`config.mk`:
```
export PLATFORM = sky130hd
export DESIGN_NAME = ps2_mouse_master_sm_v2
export DESIGN_NICKNAME = d
export VERILOG_FILES = /design/src/rtl/ps2_mouse_master_sm_v2.sv
export SDC_FILE = /design/constraint.sdc
export NUM_CORES = 1
export LEC_CHECK = 0
export BUFFER_PORTS_ARGS = -buffer_cell sky130_fd_sc_hd__buf_2
export CORE_MARGIN = 5
export CORE_UTILIZATION = 55
export CTS_BUF_LIST = sky130_fd_sc_hd__clkbuf_2
export DETAILED_ROUTE_END_ITERATION = 10
export PLACE_DENSITY_LB_ADDON = 0.05
export SYNTH_ARGS = -nofsm -noshare
export SYNTH_HDL_FRONTEND = slang
export SYNTH_SLANG_ARGS = --single-unit
```
`constraint.sdc`:
```
create_clock -name CLK -period 2.6 [get_ports CLK]
set_clock_uncertainty 0.05 [all_clocks]
set_input_delay 0.39 -clock CLK [delete_from_list [all_inputs] [get_ports CLK]]
set_output_delay 0.39 -clock CLK [all_outputs]
set_load 0.01 [all_outputs]
```
`src/rtl/ps2_mouse_master_sm_v2.sv`:
```
// rtl/ps2_mouse_master_sm_v2.sv - PS/2 mouse host FSM: init script, retries, packet decode and commit
module ps2_mouse_master_sm_v2 #(
    parameter int         INIT_WAIT_CYCLES    = 5000000,
    parameter int         RESP_TIMEOUT_CYCLES = 2500000,
    parameter int         MAX_RETRIES         = 3,
    parameter int         ENABLE_WHEEL        = 1,
    parameter logic [7:0] RESOLUTION          = 8'h02,
    parameter logic [7:0] SAMPLE_RATE         = 8'd100,
    parameter int         CNT_W               = 24
) (
    input  logic       CLK,
    input  logic       RESET,
    output logic       SEND_BYTE,
    output logic [7:0] BYTE_TO_SEND,
    input  logic       BYTE_SENT,
    output logic       READ_ENABLE,
    input  logic [7:0] BYTE_READ,
    input  logic [1:0] BYTE_ERROR_CODE,
    input  logic       BYTE_READY,
    output logic [7:0] MOUSE_STATUS,
    output logic [7:0] MOUSE_DX,
    output logic [7:0] MOUSE_DY,
    output logic [7:0] MOUSE_DZ,
    output logic       SEND_INTERRUPT,
    output logic       WHEEL_MODE,
    output logic       INIT_DONE,
    output logic       INIT_FAIL,
    output logic [7:0] SYNC_ERR_COUNT
);

    localparam logic [CNT_W-1:0] INIT_LAST   = CNT_W'(INIT_WAIT_CYCLES - 1);
    localparam logic [CNT_W-1:0] RESP_LAST   = CNT_W'(RESP_TIMEOUT_CYCLES - 1);
    localparam logic [7:0]       RETRY_LIMIT = 8'(MAX_RETRIES);
    // Script step indices: 0 = FF, 1..7 = wheel unlock, 8..12 = E8 res F3 rate F4
    localparam logic [3:0]       STEP_ID     = 4'd7;
    localparam logic [3:0]       STEP_WHEEL_SKIP = 4'd8;
    localparam logic [3:0]       STEP_LAST   = 4'd12;

    typedef enum logic [3:0] {
        S_INIT_WAIT, S_SEND, S_WAIT_SENT, S_WAIT_RESP,
        S_PKT0, S_PKT1, S_PKT2, S_PKT3, S_FAIL
    } state_t;

    state_t           state;
    logic [1:0]       rst_pipe;
    logic [CNT_W-1:0] timer;
    logic [3:0]       step;
    logic [1:0]       resp_idx;
    logic [7:0]       retry_cnt;
    logic [7:0]       sh_status, sh_dx, sh_dy;
    logic             resp_ok, resp_last, step_fail;
    logic [7:0]       sync_next;
    logic             clean;

    function automatic logic [7:0] cmd_of(input logic [3:0] s);
        case (s)
            4'd0:    cmd_of = 8'hFF;
            4'd1:    cmd_of = 8'hF3;
            4'd2:    cmd_of = 8'hC8;
            4'd3:    cmd_of = 8'hF3;
            4'd4:    cmd_of = 8'h64;
            4'd5:    cmd_of = 8'hF3;
            4'd6:    cmd_of = 8'h50;
            4'd7:    cmd_of = 8'hF2;
            4'd8:    cmd_of = 8'hE8;
            4'd9:    cmd_of = RESOLUTION;
            4'd10:   cmd_of = 8'hF3;
            4'd11:   cmd_of = SAMPLE_RATE;
            default: cmd_of = 8'hF4;
        endcase
    endfunction

    // Release of reset is re-timed to CLK; assertion stays asynchronous
    always_ff @(posedge CLK or negedge RESET) begin
        if (!RESET) rst_pipe <= 2'b00;
        else        rst_pipe <= {rst_pipe[0], 1'b1};
    end

    // Response checking and failure detection for the current init step
    always_comb begin
        clean     = (BYTE_ERROR_CODE == 2'b00);
        resp_ok   = 1'b0;
        resp_last = 1'b0;
        sync_next = (SYNC_ERR_COUNT == 8'hFF) ? 8'hFF : SYNC_ERR_COUNT + 8'd1;
        case (resp_idx)
            2'd0:    resp_ok = (BYTE_READ == 8'hFA);
            2'd1:    resp_ok = (step == 4'd0) ? (BYTE_READ == 8'hAA)
                                              : (BYTE_READ == 8'h03 || BYTE_READ == 8'h00);
            default: resp_ok = (BYTE_READ == 8'h00);
        endcase
        resp_ok = resp_ok && clean;
        if (step == 4'd0)         resp_last = (resp_idx == 2'd2);
        else if (step == STEP_ID) resp_last = (resp_idx == 2'd1);
        else                      resp_last = (resp_idx == 2'd0);
        step_fail = ((state == S_WAIT_SENT) && !BYTE_SENT && (timer == RESP_LAST)) ||
                    ((state == S_WAIT_RESP) && (BYTE_READY ? !resp_ok : (timer == RESP_LAST)));
    end

    // Main controller: init script, retry policy, packet assembly and atomic commit
    always_ff @(posedge CLK or negedge RESET) begin
        if (!RESET) begin
            state          <= S_INIT_WAIT;
            timer          <= '0;
            step           <= 4'd0;
            resp_idx       <= 2'd0;
            retry_cnt      <= 8'd0;
            sh_status      <= 8'd0;
            sh_dx          <= 8'd0;
            sh_dy          <= 8'd0;
            SEND_BYTE      <= 1'b0;
            BYTE_TO_SEND   <= 8'd0;
            READ_ENABLE    <= 1'b0;
            MOUSE_STATUS   <= 8'd0;
            MOUSE_DX       <= 8'd0;
            MOUSE_DY       <= 8'd0;
            MOUSE_DZ       <= 8'd0;
            SEND_INTERRUPT <= 1'b0;
            WHEEL_MODE     <= 1'b0;
            INIT_DONE      <= 1'b0;
            INIT_FAIL      <= 1'b0;
            SYNC_ERR_COUNT <= 8'd0;
        end else if (rst_pipe[1]) begin
            SEND_BYTE      <= 1'b0;
            SEND_INTERRUPT <= 1'b0;
            if (step_fail) begin
                READ_ENABLE <= 1'b0;
                timer       <= '0;
                if (retry_cnt + 8'd1 >= RETRY_LIMIT) begin
                    state     <= S_FAIL;
                    INIT_FAIL <= 1'b1;
                end else begin
                    retry_cnt  <= retry_cnt + 8'd1;
                    WHEEL_MODE <= 1'b0;
                    state      <= S_INIT_WAIT;
                end
            end else begin
                case (state)
                    S_INIT_WAIT: begin
                        WHEEL_MODE <= 1'b0;
                        if (timer == INIT_LAST) begin
                            timer <= '0;
                            step  <= 4'd0;
                            state <= S_SEND;
                        end else begin
                            timer <= timer + CNT_W'(1);
                        end
                    end
                    S_SEND: begin
                        SEND_BYTE    <= 1'b1;
                        BYTE_TO_SEND <= cmd_of(step);
                        resp_idx     <= 2'd0;
                        timer        <= '0;
                        state        <= S_WAIT_SENT;
                    end
                    S_WAIT_SENT: begin
                        if (BYTE_SENT) begin
                            timer       <= '0;
                            READ_ENABLE <= 1'b1;
                            state       <= S_WAIT_RESP;
                        end else begin
                            timer <= timer + CNT_W'(1);
                        end
                    end
                    S_WAIT_RESP: begin
                        if (BYTE_READY) begin
                            timer <= '0;
                            if (step == STEP_ID && resp_idx == 2'd1 && BYTE_READ == 8'h03)
                                WHEEL_MODE <= 1'b1;
                            if (!resp_last) begin
                                resp_idx <= resp_idx + 2'd1;
                            end else if (step == STEP_LAST) begin
                                INIT_DONE <= 1'b1;
                                retry_cnt <= 8'd0;
                                state     <= S_PKT0;
                            end else begin
                                READ_ENABLE <= 1'b0;
                                step  <= (step == 4'd0 && ENABLE_WHEEL == 0) ? STEP_WHEEL_SKIP
                                                                             : step + 4'd1;
                                state <= S_SEND;
                            end
                        end else begin
                            timer <= timer + CNT_W'(1);
                        end
                    end
                    S_PKT0: begin
                        if (BYTE_READY) begin
                            if (clean && BYTE_READ[3]) begin
                                sh_status <= BYTE_READ;
                                timer     <= '0;
                                state     <= S_PKT1;
                            end else begin
                                SYNC_ERR_COUNT <= sync_next;
                            end
                        end
                    end
                    S_PKT1, S_PKT2, S_PKT3: begin
                        if (BYTE_READY && !clean) begin
                            SYNC_ERR_COUNT <= sync_next;
                            state          <= S_PKT0;
                        end else if (BYTE_READY) begin
                            timer <= '0;
                            if (state == S_PKT1) begin
                                sh_dx <= BYTE_READ;
                                state <= S_PKT2;
                            end else if (state == S_PKT2 && WHEEL_MODE) begin
                                sh_dy <= BYTE_READ;
                                state <= S_PKT3;
                            end else begin
                                MOUSE_STATUS   <= sh_status;
                                MOUSE_DX       <= sh_dx;
                                MOUSE_DY       <= (state == S_PKT2) ? BYTE_READ : sh_dy;
                                MOUSE_DZ       <= (state == S_PKT3) ? BYTE_READ : 8'd0;
                                SEND_INTERRUPT <= 1'b1;
                                state          <= S_PKT0;
                            end
                        end else if (timer == RESP_LAST) begin
                            SYNC_ERR_COUNT <= sync_next;
                            state          <= S_PKT0;
                        end else begin
                            timer <= timer + CNT_W'(1);
                        end
                    end
                    default: begin
                        READ_ENABLE <= 1'b0;
                        INIT_FAIL   <= 1'b1;
                    end
                endcase
            end
        end
    end

endmodule
```
## After elaboration in Yosys (flattened, before gate mapping)

Memory sizes are Yosys's and may differ from the RTL's. A register that Yosys moved wholly into a read port is not among the register bits.
Cells that the tools add are included.

- Eq/ne operators: 41
- $lt $le $gt $ge: 1
- Bitwise logic cells: 4
- Reduce and logical (&&, ||, !) cells: 47
- Mux-type cells: 75
- Add/subtract/negate cells: 5

Operator list:

| cell | count |
|---|---|
| two-way mux 24 bit | 9 |
| one-hot mux 24 bit (6 select lines) | 1 |
| two-way mux 8 bit | 14 |
| two-way mux 4 bit | 15 |
| inequality test 3 bit (second input constant) | 10 |
| AND reduction 6 bit | 5 |
| AND reduction 7 bit | 4 |
| adder 24 x 1 -> 24 bit (second input constant) | 1 |
| == test 24 x 22 -> 1 bit (second input constant) | 1 |
| == test 24 x 23 -> 1 bit (second input constant) | 1 |
| == test 8 bit (second input constant) | 3 |
| two-way mux 1 bit | 24 |
| one-hot mux 4 bit (6 select lines) | 1 |
| == test 4 x 3 -> 1 bit (second input constant) | 5 |
| adder 8 x 1 -> 8 bit (second input constant) | 2 |
| inequality test 2 bit (second input constant) | 8 |
| one-hot mux 8 bit (2 select lines) | 1 |
| AND reduction 5 bit | 3 |
| nonzero test 2 bit | 7 |
| logical AND 1 bit | 9 |
| AND reduction 9 bit | 1 |
| == test 4 x 2 -> 1 bit (second input constant) | 2 |
| == test 8 x 2 -> 1 bit (second input constant) | 1 |
| greater-or-equal comparator 8 x 2 -> 1 bit (second input constant) | 1 |
| 28 further kinds | 44 |

- Input port bits: 14
- Word-level logic and storage cells: 194
- Bits in registers: 114
- Bits in read-only memories: 128
- Output and inout port bits: 54
- Memories kept: 1

Memories:

| name | words | width | read ports | clocked after memory_dff | wr ports | line | RTL |
|---|---|---|---|---|---|---|---|
| (name not given) | 16 | 8 | 1 | 1 | 0 | 56 | `case (s)` |

## Logic depth before layout (Yosys ltp)

- Depth after elaboration: 11
- Gate-level depth with buffers: 10
- Depth with buffers taken out: 9

## Least setup slack after synthesis

Ideal clock, no wire load.

- Path kind: flip-flop to flip-flop
- From: register step[0]
- To: register resp_idx[0]
- Period minus slack after synthesis: 2.894 ns
- Stages on the path, launching flop included: 10
- Path slack: -0.294 ns
- Library setup time: 0.065 ns
- Buffers on the path: 0
- Arrival: 2.779 ns
- Required time: 2.485 ns
- Path through: dfrtp_1 inv_1 ha_1 and4bb_2 a21oi_1 or4_4 and3_4 or4_4 nor4_4 mux2_2

- Word-level cells in the longest chain between the ends: 10
- Elaborated cells on any way between the ends: 14
- Those cells by class: eq/ne: 2; mux: 5; bitwise: 1; reduce/logical: 6

Ends and longest elaborated chain:

| element | line | RTL |
|---|---|---|
| start, declared | 47 | `logic [3:0] step;` |
| start signal, assigned | 177 | `step <= (step == 4'd0 && ENABLE_WHEEL == 0) ? STEP_WHEEL_SKIP` |
| zero test 4 bit | -- |  |
| two-way mux 1 bit | 87 | `2'd1: resp_ok = (step == 4'd0) ? (BYTE_READ == 8'hAA)` |
| one-hot mux 1 bit (2 select lines) | 85 | `case (resp_idx)` |
| logical AND 1 bit | 91 | `resp_ok = resp_ok && clean;` |
| zero test 1 bit | 96 | `((state == S_WAIT_RESP) && (BYTE_READY ? !resp_ok : (timer == RESP_LAST)));` |
| two-way mux 1 bit | 96 |  |
| logical AND 1 bit | 96 |  |
| logical OR 1 bit | 95 | `step_fail = ((state == S_WAIT_SENT) && !BYTE_SENT && (timer == RESP_LAST)) \|\|` |
| NOT 1 bit (no source line) | -- |  |
| AND reduction 5 bit (no source line) * | -- |  |
| end signal, assigned | 170 | `resp_idx <= resp_idx + 2'd1;` |
| end, declared | 48 | `logic [1:0] resp_idx;` |

Every way passes the cells marked *; elsewhere a longest branch is shown, timed or not.
A chain may end at the register's enable or synchronous reset.

## Final worst setup path

- From: register step[1]
- To: register retry_cnt[2]

- Word-level cells in the longest chain between the ends: 10
- Elaborated cells on any way between the ends: 19
- Those cells by class: eq/ne: 3; mux: 6; reduce/logical: 10

Ends and longest elaborated chain:

| element | line | RTL |
|---|---|---|
| zero test 4 bit | -- |  |
| two-way mux 1 bit | 87 |  |
| one-hot mux 1 bit (2 select lines) | 85 |  |
| logical AND 1 bit | 91 |  |
| zero test 1 bit | 96 |  |
| two-way mux 1 bit | 96 |  |
| logical AND 1 bit | 96 |  |
| logical OR 1 bit | 95 |  |
| inequality test 2 bit (no source line) / nonzero test 2 bit (equally long branches) | -- |  |
| AND reduction 6 bit (no source line) | -- |  |
| end signal, assigned | 132 | `retry_cnt <= retry_cnt + 8'd1;` |
| end, declared | 49 | `logic [7:0] retry_cnt;` |

Parallel ways exist; a longest one is shown, timed or not.

==> run metrics <==
r2r endpoint retry_cnt[2]; DIE WIDTH about 120 um; most frequent cells in the layout dfrtp_1, nand2_1, buf_4, buf_2, mux2_2; Adder-Cell Fraction of Synth Area ~3.2%; EDFF count, synth 0; top post-synthesis cells by area dfrtp_1, mux2_2, nand2_1; Post-Synth Simple-Gate Area a little over 20%; CP endpoint kind register; CTS tree done; clk root buf clkbuf_2; Synth Area in Compound Gates between 10 and 15%; Slew HR between 50% and 60%; vias per inst between 5 and 6; clock buffer count from CTS 17; Layout fillers 869; Row Count 39; total power about 5.8 mW; XOR/XNOR Fraction of Synth Area 0.280%; final setup fails 10; Comb power frac roughly two fifths; Synth top area share between 40% and 50%; DP Cell Count approximately 880; largest net degree at the start of global routing 50; hpwl dp 11400 um; sequential share of power 39.5%; DRC 0; most common cell after layout, fill and taps aside dfrtp_1; Die Span Y 117 um; worst hold path class input port to register; Critical Path RT between 3000 and 4000 ps; Synth Flop Type dfrtp_1; VDD IR max ~0.46 mV; clk buf depth 2; r2r setup slk -60 ps; internal power around 3.6 mW; H-tree levels 4; PwrDens roughly 730 nW/um^2; unrepaired setup endpoints after global routing true; R2R depth 9; Hold Vio Cnt, Final 0; Initial Util between 50% and 60%; Worst Path Arrival 3200 ps; min-delay src BYTE_SENT; fraction of layout cells with a size suffix above 1 a little over a third; vias in the first global route roughly 5300; gr ovfl total 0; Slew @ Worst Pin 652 ps; Tcrit/Tclk final 102%; register bit count reported by yosys approximately 120; IO Count 68; Leak 3.76 nW; multiplexer area fraction after synthesis 9.85%; DR WL/cell about 17 um; All-Layer GR Usage 24.3%; failing checks negative setup slack; share of synthesized registers carrying an async set or reset 100%; critical path class register to register; Iter 0 DRT Violations between 300 and 400; IO buf count 67; Post-Syn Instances about 630; clock latency on the worst-skew pair just over 700 ps; clk slew on worst S/H paths about 190 ps; fin crit period around 2700 ps; Area growth, synth to finish 26.1%; yosys warns 0; clock share of power a little over a fifth; largest family of logic cells by synthesized area simple AND/OR/NAND/NOR gates; diodes inserted 0; Syn Area/Cell 10.0 um^2; initial antenna violation count 0; Post-DRT Antenna Nets 0; count of pins over their slew limit 0; Mapped Nets around 650; Crit Reg-Reg Startpoint step[1]; sw frac 37.5%; global-route wire length before repair between 20000 and 30000 um; hold endpoint WHEEL_MODE; Mapped Area roughly 6300 um^2; core area 11300 um^2; via count roughly 5400; Yosys top cell by area dfrtp_1; Layout Nets 803; max-cap violation count 0; fin area roughly 8000 um^2; sw power 2.17 mW; router iterations before antenna repair 5; fin util a little over two thirds; sequential area share after synthesis between 40 and 50%; Max Clk Rate 0.376 GHz; DIE AREA 13600 um^2; crit start category register; Post-Route WL 15800 um; Unique masters post-synth between 60 and 70; status finished with violations; final setup margin -57.8 ps; TritonCTS Sinks ~120; hold path cells 5; DP Area around 7300 um^2; non-filler cells, final a little over 900; GPL Wtd Cong about 0.87; CP Max Fanout 6
==> cell families (layout without fill, tap and decap cells) <==
| kind of cell | after synthesis | count (layout) |
|---|---|---|
| adder cells (fa/ha/maj) | 16 | 16 |
| AO/OA/AOI/OAI | 144 | 144 |
| XOR/XNOR | 2 | 2 |
| other | 1 | 1 |
| multiplexers | 56 | 56 |
| flip-flops | 122 | 122 |
| buffers and inverters | 43 | 204 |
| AND/OR/NAND/NOR | 241 | 241 |
==> area by class of cell <==
| type | instances | area [um^2] | share of cell area (%) |
|---|---|---|---|
| Inverter | 17 | 66.3 | 0.840 |
| Multi-Input combinational cell | 460 | 3260 | 41.2 |
| Clock buffer | 18 | 90.1 | 1.14 |
| Tap cell | 143 | 179 | 2.27 |
| Clock inverter | 13 | 145 | 1.84 |
| Sequential cell | 122 | 3060 | 38.7 |
| Timing Repair Buffer | 156 | 1110 | 14.0 |
==> critical path, cell delays in order, from the launching register on <==
cell and delay, ps:
dfrtp_1 430, inv_2 90, ha_4 130, and4bb_2 280, a21oi_2 60, or4_4 460, and3_4 180, or4_4 540
a2bb2o_4 260, nor2b_1 50
==> how the worst max path moves through the flow <==
stage	start	endpoint	slack, ps	cells after the start
2_1_floorplan	step[1]	INIT_FAIL	-140	10
3_3_place_gp	BYTE_ERROR_CODE[1]	INIT_FAIL	-220	7
3_5_place_dp	BYTE_ERROR_CODE[1]	WHEEL_MODE	-270	7
4_1_cts	step[0]	retry_cnt[5]	-30	9
5_1_grt	step[0]	retry_cnt[2]	-130	9
6_report	step[1]	retry_cnt[2]	-60	9
==> power by group through the flow <==
stage	sequential, mW	combinational, mW	clock [mW]
2_1_floorplan	2.33	1.11	0
3_3_place_gp	2.30	1.94	0
3_5_place_dp	2.31	2.00	0
4_1_cts	2.28	2.05	1.24
5_1_grt	2.32	2.52	1.33
6_report	2.29	2.29	1.21
==> cells in the mapped netlist, drive strengths merged, types with 12 or more instances <==
cell type / n
a21o: 12
clkbuf: 23
nor3: 15
mux2: 45
ha: 15
dfrtp: 122
and3: 14
nand2: 77
nor2: 41
nand3: 21
o21ai: 44
a21oi: 32
nor2b: 12
a22o: 15
inv: 17
==> flip-flops by register name, summed over array words and instances (netlist names), 2 cells and up <==
name and count:
resp_idx 2, SYNC_ERR_COUNT 8, MOUSE_DY 8, state 4, sh_dx 8, sh_status 8, MOUSE_DZ 8, sh_dy 8
timer 24, rst_pipe 2, BYTE_TO_SEND 8, step 4, MOUSE_STATUS 8, MOUSE_DX 8, retry_cnt 8
==> metal layers <==
layer  vias up  global-route usage [%]  routed length, um
li1       2573                       -                  -
met1      2652                    32.2               7000
met2       110                    39.6               7880
met3        25                    5.34                592
met4         0                    8.72                290
met5         -                       0                  0
==> stage by stage <==
step,hold WS (ps),TNS (ps),worst slack (ps)
global placement,284,-4240,-223
detailed placement,293,-6200,-267
global route,98.3,-2100,-134
finish,120,-366,-57.8
CTS,55.5,-126,-33.4
floorplan,44.4,-1330,-142
==> what timing repair did <==
action	CTS	global route
hold endpoints to repair	73	0
gates cloned	0	2
pin swaps	9	15
setup buffers	0	3
endpoints found under the setup margin	39	48
hold buffers	9	0
resized for setup	11	43
(Power assumes the default switching activity.)
